$ cat config.mk
export PLATFORM = sky130hd
export DESIGN_NAME = button_conditioner
export DESIGN_NICKNAME = d
export VERILOG_FILES = /design/src/rtl/button_conditioner.sv
export SDC_FILE = /design/constraint.sdc
export NUM_CORES = 1
export LEC_CHECK = 0
export BUFFER_PORTS_ARGS = -buffer_cell sky130_fd_sc_hd__buf_2
export CORE_ASPECT_RATIO = 0.5
export CORE_MARGIN = 8
export CORE_UTILIZATION = 45
export CTS_BUF_LIST = sky130_fd_sc_hd__clkbuf_8
export CTS_CLUSTER_SIZE = 30
export DETAILED_ROUTE_END_ITERATION = 8
export SLEW_MARGIN = 25
export SYNTH_ARGS = -nofsm -noshare
export SYNTH_HDL_FRONTEND = slang
export SYNTH_SLANG_ARGS = --single-unit
$ cat constraint.sdc
create_clock -name clk -period 8.8 [get_ports clk]
set_input_delay 1.32 -clock clk [delete_from_list [all_inputs] [get_ports clk]]
set_output_delay 1.32 -clock clk [all_outputs]
set_load 0.02 [all_outputs]
$ cat src/rtl/button_conditioner.sv
// button_conditioner: five-channel push-button front end.
// Each raw button is synchronized and debounced. The four direction channels
// produce an initial move pulse on press, then auto-repeat while held. The fire
// channel produces exactly one pulse per press. The enable input gates the
// outputs only; synchronizers and debouncers keep tracking the buttons.
//
// Repeat FSM (one per direction channel)
//   state      | meaning
//   RPT_IDLE   | button released, or press not accepted while disabled
//   RPT_DELAY  | press pulse sent, counting toward first auto-repeat
//   RPT_REPEAT | auto-repeating at the repeat rate
module button_conditioner #(
    parameter int DEBOUNCE_CYCLES = 500000,
    parameter int REPEAT_DELAY    = 25000000,
    parameter int REPEAT_RATE     = 10000000
) (
    input  logic clk,
    input  logic reset,
    input  logic enable,
    input  logic raw_up,
    input  logic raw_down,
    input  logic raw_left,
    input  logic raw_right,
    input  logic raw_fire,
    output logic btn_up,
    output logic btn_down,
    output logic btn_left,
    output logic btn_right,
    output logic btn_fire
);

    // Channel index map: 0 up, 1 down, 2 left, 3 right, 4 fire.
    localparam int NUM_CH  = 5;
    localparam int NUM_DIR = 4;
    localparam int FIRE_CH = 4;

    localparam int DB_W    = $clog2(DEBOUNCE_CYCLES + 1);
    localparam int RPT_MAX = (REPEAT_DELAY > REPEAT_RATE) ? REPEAT_DELAY : REPEAT_RATE;
    localparam int RPT_W   = $clog2(RPT_MAX + 1);

    // Terminal counts: the count value seen on the edge that completes a period.
    localparam logic [DB_W-1:0]  DB_LAST    = DB_W'(DEBOUNCE_CYCLES - 1);
    localparam logic [RPT_W-1:0] DELAY_LAST = RPT_W'(REPEAT_DELAY - 1);
    localparam logic [RPT_W-1:0] RATE_LAST  = RPT_W'(REPEAT_RATE - 1);

    typedef enum logic [1:0] {
        RPT_IDLE   = 2'd0,
        RPT_DELAY  = 2'd1,
        RPT_REPEAT = 2'd2
    } rpt_state_t;

    logic [NUM_CH-1:0] raw_vec;
    logic [NUM_CH-1:0] sync_meta;
    logic [NUM_CH-1:0] sync_out;
    logic [NUM_CH-1:0] db_level;
    logic [NUM_CH-1:0] press_evt;
    logic [NUM_CH-1:0] release_evt;
    logic [NUM_CH-1:0] pulse_next;

    assign raw_vec = {raw_fire, raw_right, raw_left, raw_down, raw_up};

    // Two-flop synchronizer for every raw button level.
    always_ff @(posedge clk or posedge reset) begin
        if (reset) begin
            sync_meta <= '0;
            sync_out  <= '0;
        end else begin
            sync_meta <= raw_vec;
            sync_out  <= sync_meta;
        end
    end

    // Debouncer per channel. The press/release event is flagged combinationally
    // on the edge where the level flips, so the pulse register loads on that
    // same edge and the press pulse appears together with the new level.
    for (genvar g = 0; g < NUM_CH; g++) begin : g_debounce
        logic [DB_W-1:0] db_cnt;
        logic            level;
        logic            flip;

        assign flip           = (sync_out[g] != level) && (db_cnt == DB_LAST);
        assign db_level[g]    = level;
        assign press_evt[g]   = flip & ~level;
        assign release_evt[g] = flip & level;

        // Count consecutive disagreeing samples; any agreeing sample restarts.
        always_ff @(posedge clk or posedge reset) begin
            if (reset) begin
                db_cnt <= '0;
                level  <= 1'b0;
            end else if (sync_out[g] == level) begin
                db_cnt <= '0;
            end else if (db_cnt == DB_LAST) begin
                level  <= sync_out[g];
                db_cnt <= '0;
            end else begin
                db_cnt <= db_cnt + DB_W'(1);
            end
        end
    end

    // Auto-repeat FSM per direction channel.
    for (genvar g = 0; g < NUM_DIR; g++) begin : g_repeat
        rpt_state_t       state;
        rpt_state_t       state_next;
        logic [RPT_W-1:0] rpt_cnt;
        logic [RPT_W-1:0] rpt_cnt_next;
        logic             pulse;

        // State and repeat counter registers.
        always_ff @(posedge clk or posedge reset) begin
            if (reset) begin
                state   <= RPT_IDLE;
                rpt_cnt <= '0;
            end else begin
                state   <= state_next;
                rpt_cnt <= rpt_cnt_next;
            end
        end

        // Next state, counter and pulse; disable and release both abort to idle,
        // so a press seen while disabled is simply lost.
        always_comb begin
            state_next   = state;
            rpt_cnt_next = rpt_cnt;
            pulse        = 1'b0;
            if (!enable || release_evt[g]) begin
                state_next   = RPT_IDLE;
                rpt_cnt_next = '0;
            end else begin
                case (state)
                    RPT_IDLE: begin
                        rpt_cnt_next = '0;
                        if (press_evt[g]) begin
                            pulse      = 1'b1;
                            state_next = RPT_DELAY;
                        end
                    end
                    RPT_DELAY: begin
                        if (rpt_cnt == DELAY_LAST) begin
                            pulse        = 1'b1;
                            rpt_cnt_next = '0;
                            state_next   = RPT_REPEAT;
                        end else begin
                            rpt_cnt_next = rpt_cnt + RPT_W'(1);
                        end
                    end
                    RPT_REPEAT: begin
                        if (rpt_cnt == RATE_LAST) begin
                            pulse        = 1'b1;
                            rpt_cnt_next = '0;
                        end else begin
                            rpt_cnt_next = rpt_cnt + RPT_W'(1);
                        end
                    end
                    default: begin
                        state_next   = RPT_IDLE;
                        rpt_cnt_next = '0;
                    end
                endcase
            end
        end

        assign pulse_next[g] = pulse;
    end

    // Fire never repeats: one pulse per accepted press.
    assign pulse_next[FIRE_CH] = enable & press_evt[FIRE_CH];

    // Registered single-cycle output pulses.
    always_ff @(posedge clk or posedge reset) begin
        if (reset) begin
            btn_up    <= 1'b0;
            btn_down  <= 1'b0;
            btn_left  <= 1'b0;
            btn_right <= 1'b0;
            btn_fire  <= 1'b0;
        end else begin
            btn_up    <= pulse_next[0];
            btn_down  <= pulse_next[1];
            btn_left  <= pulse_next[2];
            btn_right <= pulse_next[3];
            btn_fire  <= pulse_next[FIRE_CH];
        end
    end

endmodule

==> results.cfg <==
[worst_setup_path]
cp_max_fo = 24
crit_path_start_kind = flop
crit_path_top_delay_cell = o211ai_4
arrival_ns = 3.24
worstPathRequired_ns = 9.18
criticalPathCategory = flop to flop
critPathBufInv = 0
crit_path_end_kind = flop
path_delay_family = simple AND/OR/NAND/NOR gates
path_cells = or4b_1 > or4_4 > o41a_1 > o211ai_4 > nor2_1
max_stage_delay_ns = 0.59

[clock_network]
worstSkewPairLatency_ns = 0.53
cts-resized-gates = 0
postCtsSetupRepairBufs = 0
cts_root_buf = clkbuf_8
cts_max_level = 2
clk_pin_slew_ns = 0.06
cts.sinks = 223
cts_tree = done
cts_buffers = 35
cts_buffer_depth = 3
postCtsHoldBufs = 0

[yosys]
syn_nets = 1187
synth_fa_ha_area_share_pct = 3.22
synth_ff_type = dfrtp_1
synth_area_per_cell_um2 = 9.79
synthesis.area_um2 = 11300
synth-edff-count = 0
synth_top_family_by_area = simple AND/OR/NAND/NOR gates
synthArstFlopShare_pct = 100
ys_seq_elements = 223
synth-xor-area-share_pct = 13.7
ys_seq_area_share_pct = 49.6
yosys_warnings = 0
synthMuxAreaShare_pct = 0.489
synth_cells = 1150
synthDistinctLibCells = 56
synth-compound-area-share_pct = 3.59
synth-simple-area-share_pct = 27.6

[global_routing]
grt_use_total_pct = 14.6
grt_max_degree = 160
grt_pass1_wl_um = 38300
gr-total-overflow = 0
grt_pass1_vias = 8153
antenna_found_initial = 0

[drt]
drcViolationCount = 0
first_iter_violations = 600
post_drt_wl_per_cell_um = 14.0
totalWireLength_um = 21600
via_per_inst = 5.27
vias = 8147
firstDrtPassIters = 5
drtAntennaViolNets = 0

[timing]
hold_violations = 0
relSlewSlack_pct = 38.0
rsz0062_at_grt = no
final-setup-viol-count = 0
fin_setup_tns_ns = 0
max_freq_mhz = 350
fin_crit_ns = 2.86
worst_pin_slew_ns = 0.922
drv_slew = 0
holdWs_ns = 0.354
min_period_over_period_pct = 32.5
finClkSkew_ns = 0.0171

[power]
p_per_area_nw_per_um2 = 159
vdd_ir_drop_max_v = 0.0000937
p_leak_uw = 0.00506

[layout]
num_antenna_cells = 0
stdcell_count = 1545
multi_input_area_um2 = 5470
syn2layout_area_growth_pct = 10.1
nets = 1217
fill_cells = 2331
regArea_um2 = 5580
drive_gt1_share_pct = 7.16

[run_status]
outcome = completed

[die]
ios = 13
die_w_um = 240
die_h_um = 128
rows = 41
die-area_um2 = 30600
start_util_pct = 45.2
core-area_um2 = 24900

[flow_run]
cap_violations = 0

[placement]
port_buffers = 12
dp.cells = 1487
dp_hpwl_um = 14100
gp_congestion = 0.782

[min_path]
hold_path.class = flop to flop
[cells in the final DEF (no fill, tap or decap), types with 9 or more instances in the layout]
cell type	Yosys	final
a21oi_1	11	11
and3_1	28	28
and4_1	17	17
buf_2	0	12
clkbuf_8	0	45
dfrtp_1	223	223
ha_1	29	29
inv_1	29	36
nand2_1	80	80
nand2b_1	9	9
nand3_1	75	75
nand4_1	61	61
nor2_1	223	223
nor3_1	28	28
nor4_1	21	20
nor4b_1	12	12
or3_1	9	9
or4_1	10	10
xnor2_1	69	69
xor2_1	107	107
[flip-flops by register name (all words and copies together) (netlist names), 5 cells and up]
name               count
sync_meta              5
g_debounce.level       5
g_repeat.rpt_cnt     100
g_debounce.db_cnt     95
g_repeat.state         8
sync_out               5
[worst reg2reg max path, cell delays in order, from the launching register on]
cell	delay, ns
dfrtp_1	0.43
or4b_1	0.53
or4_4	0.56
o41a_1	0.48
o211ai_4	0.59
nor2_1	0.13
[layer usage]
layer,part of all wire (%),GRT usage (%),up-vias
met5,0,0,-
met4,1.7,4.22,0
met3,3.2,3.35,34
met2,46,23.6,78
met1,49,19.6,3979
li1,-,-,4056
[synthesized netlist by cell type, types with 2 or more instances]
cell	count	area, um2
o211ai_1	4	30.0
clkbuf_1	20	75.1
and3_1	28	175
xor2_1	107	937
o31a_1	5	43.8
nand2b_1	9	56.3
o41a_1	4	45.0
nor2_1	223	837
a21o_1	3	22.5
nor3b_1	3	22.5
a21boi_0	3	22.5
nor4_1	21	131
nor2b_1	3	18.8
or2_2	8	50.1
and2_1	4	25.0
nor4bb_1	5	50.1
o32a_1	2	20.0
and4_1	17	149
xnor2_1	69	604
o31ai_1	2	15.0
o21ai_0	6	30.0
and3b_1	2	17.5
ha_1	29	363
or4_1	10	75.1
a21oi_1	11	55.1
nand4b_1	4	35.0
nand2_1	80	300
nor3_1	28	140
dfrtp_1	223	5580
and4b_1	2	20.0
o21a_1	2	15.0
buf_6	2	22.5
mux2_2	4	45.0
nand3_1	75	375
nand4_1	61	382
or4b_2	2	20.0
nor4b_1	12	105
a22oi_1	3	22.5
or3_1	9	56.3
inv_1	29	109
[final cells by class]
| cell class | instances | area share (%) |
|---|---|---|
| clock buffer | 45 | 5.00 |
| clock inverter | 13 | 0.646 |
| inverter | 29 | 0.979 |
| multi-input combinational | 875 | 44.1 |
| sequential | 223 | 45.0 |
| tap | 344 | 3.47 |
| timing repair buffer | 16 | 0.727 |
[report_power, final]
part           leakage, uW  switching, uW  internal (uW)  total (uW)
Clock             0.000396            401            485         887
Sequential         0.00308           7.16           1030        1040
Combinational      0.00158           34.2           9.32        43.5
[path summary, 6_finish.rpt]
check	from	to	slack, ns	depth (start not counted)
setup reg to reg	g_repeat[3].rpt_cnt[17]	g_repeat[3].rpt_cnt[7]	5.94	5
hold reg to reg	sync_meta[3]	sync_out[3]	0.35	0
max in group asynchronous	reset	sync_out[1]	6.52	3
setup / recovery	g_repeat[3].rpt_cnt[17]	g_repeat[3].rpt_cnt[7]	5.94	5
hold / removal	sync_meta[3]	sync_out[3]	0.35	0
min in group asynchronous	reset	g_repeat[1].rpt_cnt[21]	0.92	2
[per-stage QoR]
step	util (%)	worst slack [ns]	area [um2]	power [uW]
floorplan	-	1.37	11300	1090
global placement	47.0	5.64	11700	1100
detailed placement	47.0	5.83	11700	1100
CTS	49.8	5.93	12400	2010
global route	49.8	5.78	12400	2060
finish	49.8	5.94	12400	1970
[kinds of logic (layout without fill, tap and decap cells)]
logic type / after synthesis / in the layout
compound gates: 53 / 53
xor+xnor: 176 / 176
fa+ha+maj: 29 / 29
buf+inv: 52 / 103
flops: 223 / 223
mux: 5 / 5
simple gates: 612 / 612
(Power assumes the default switching activity.)
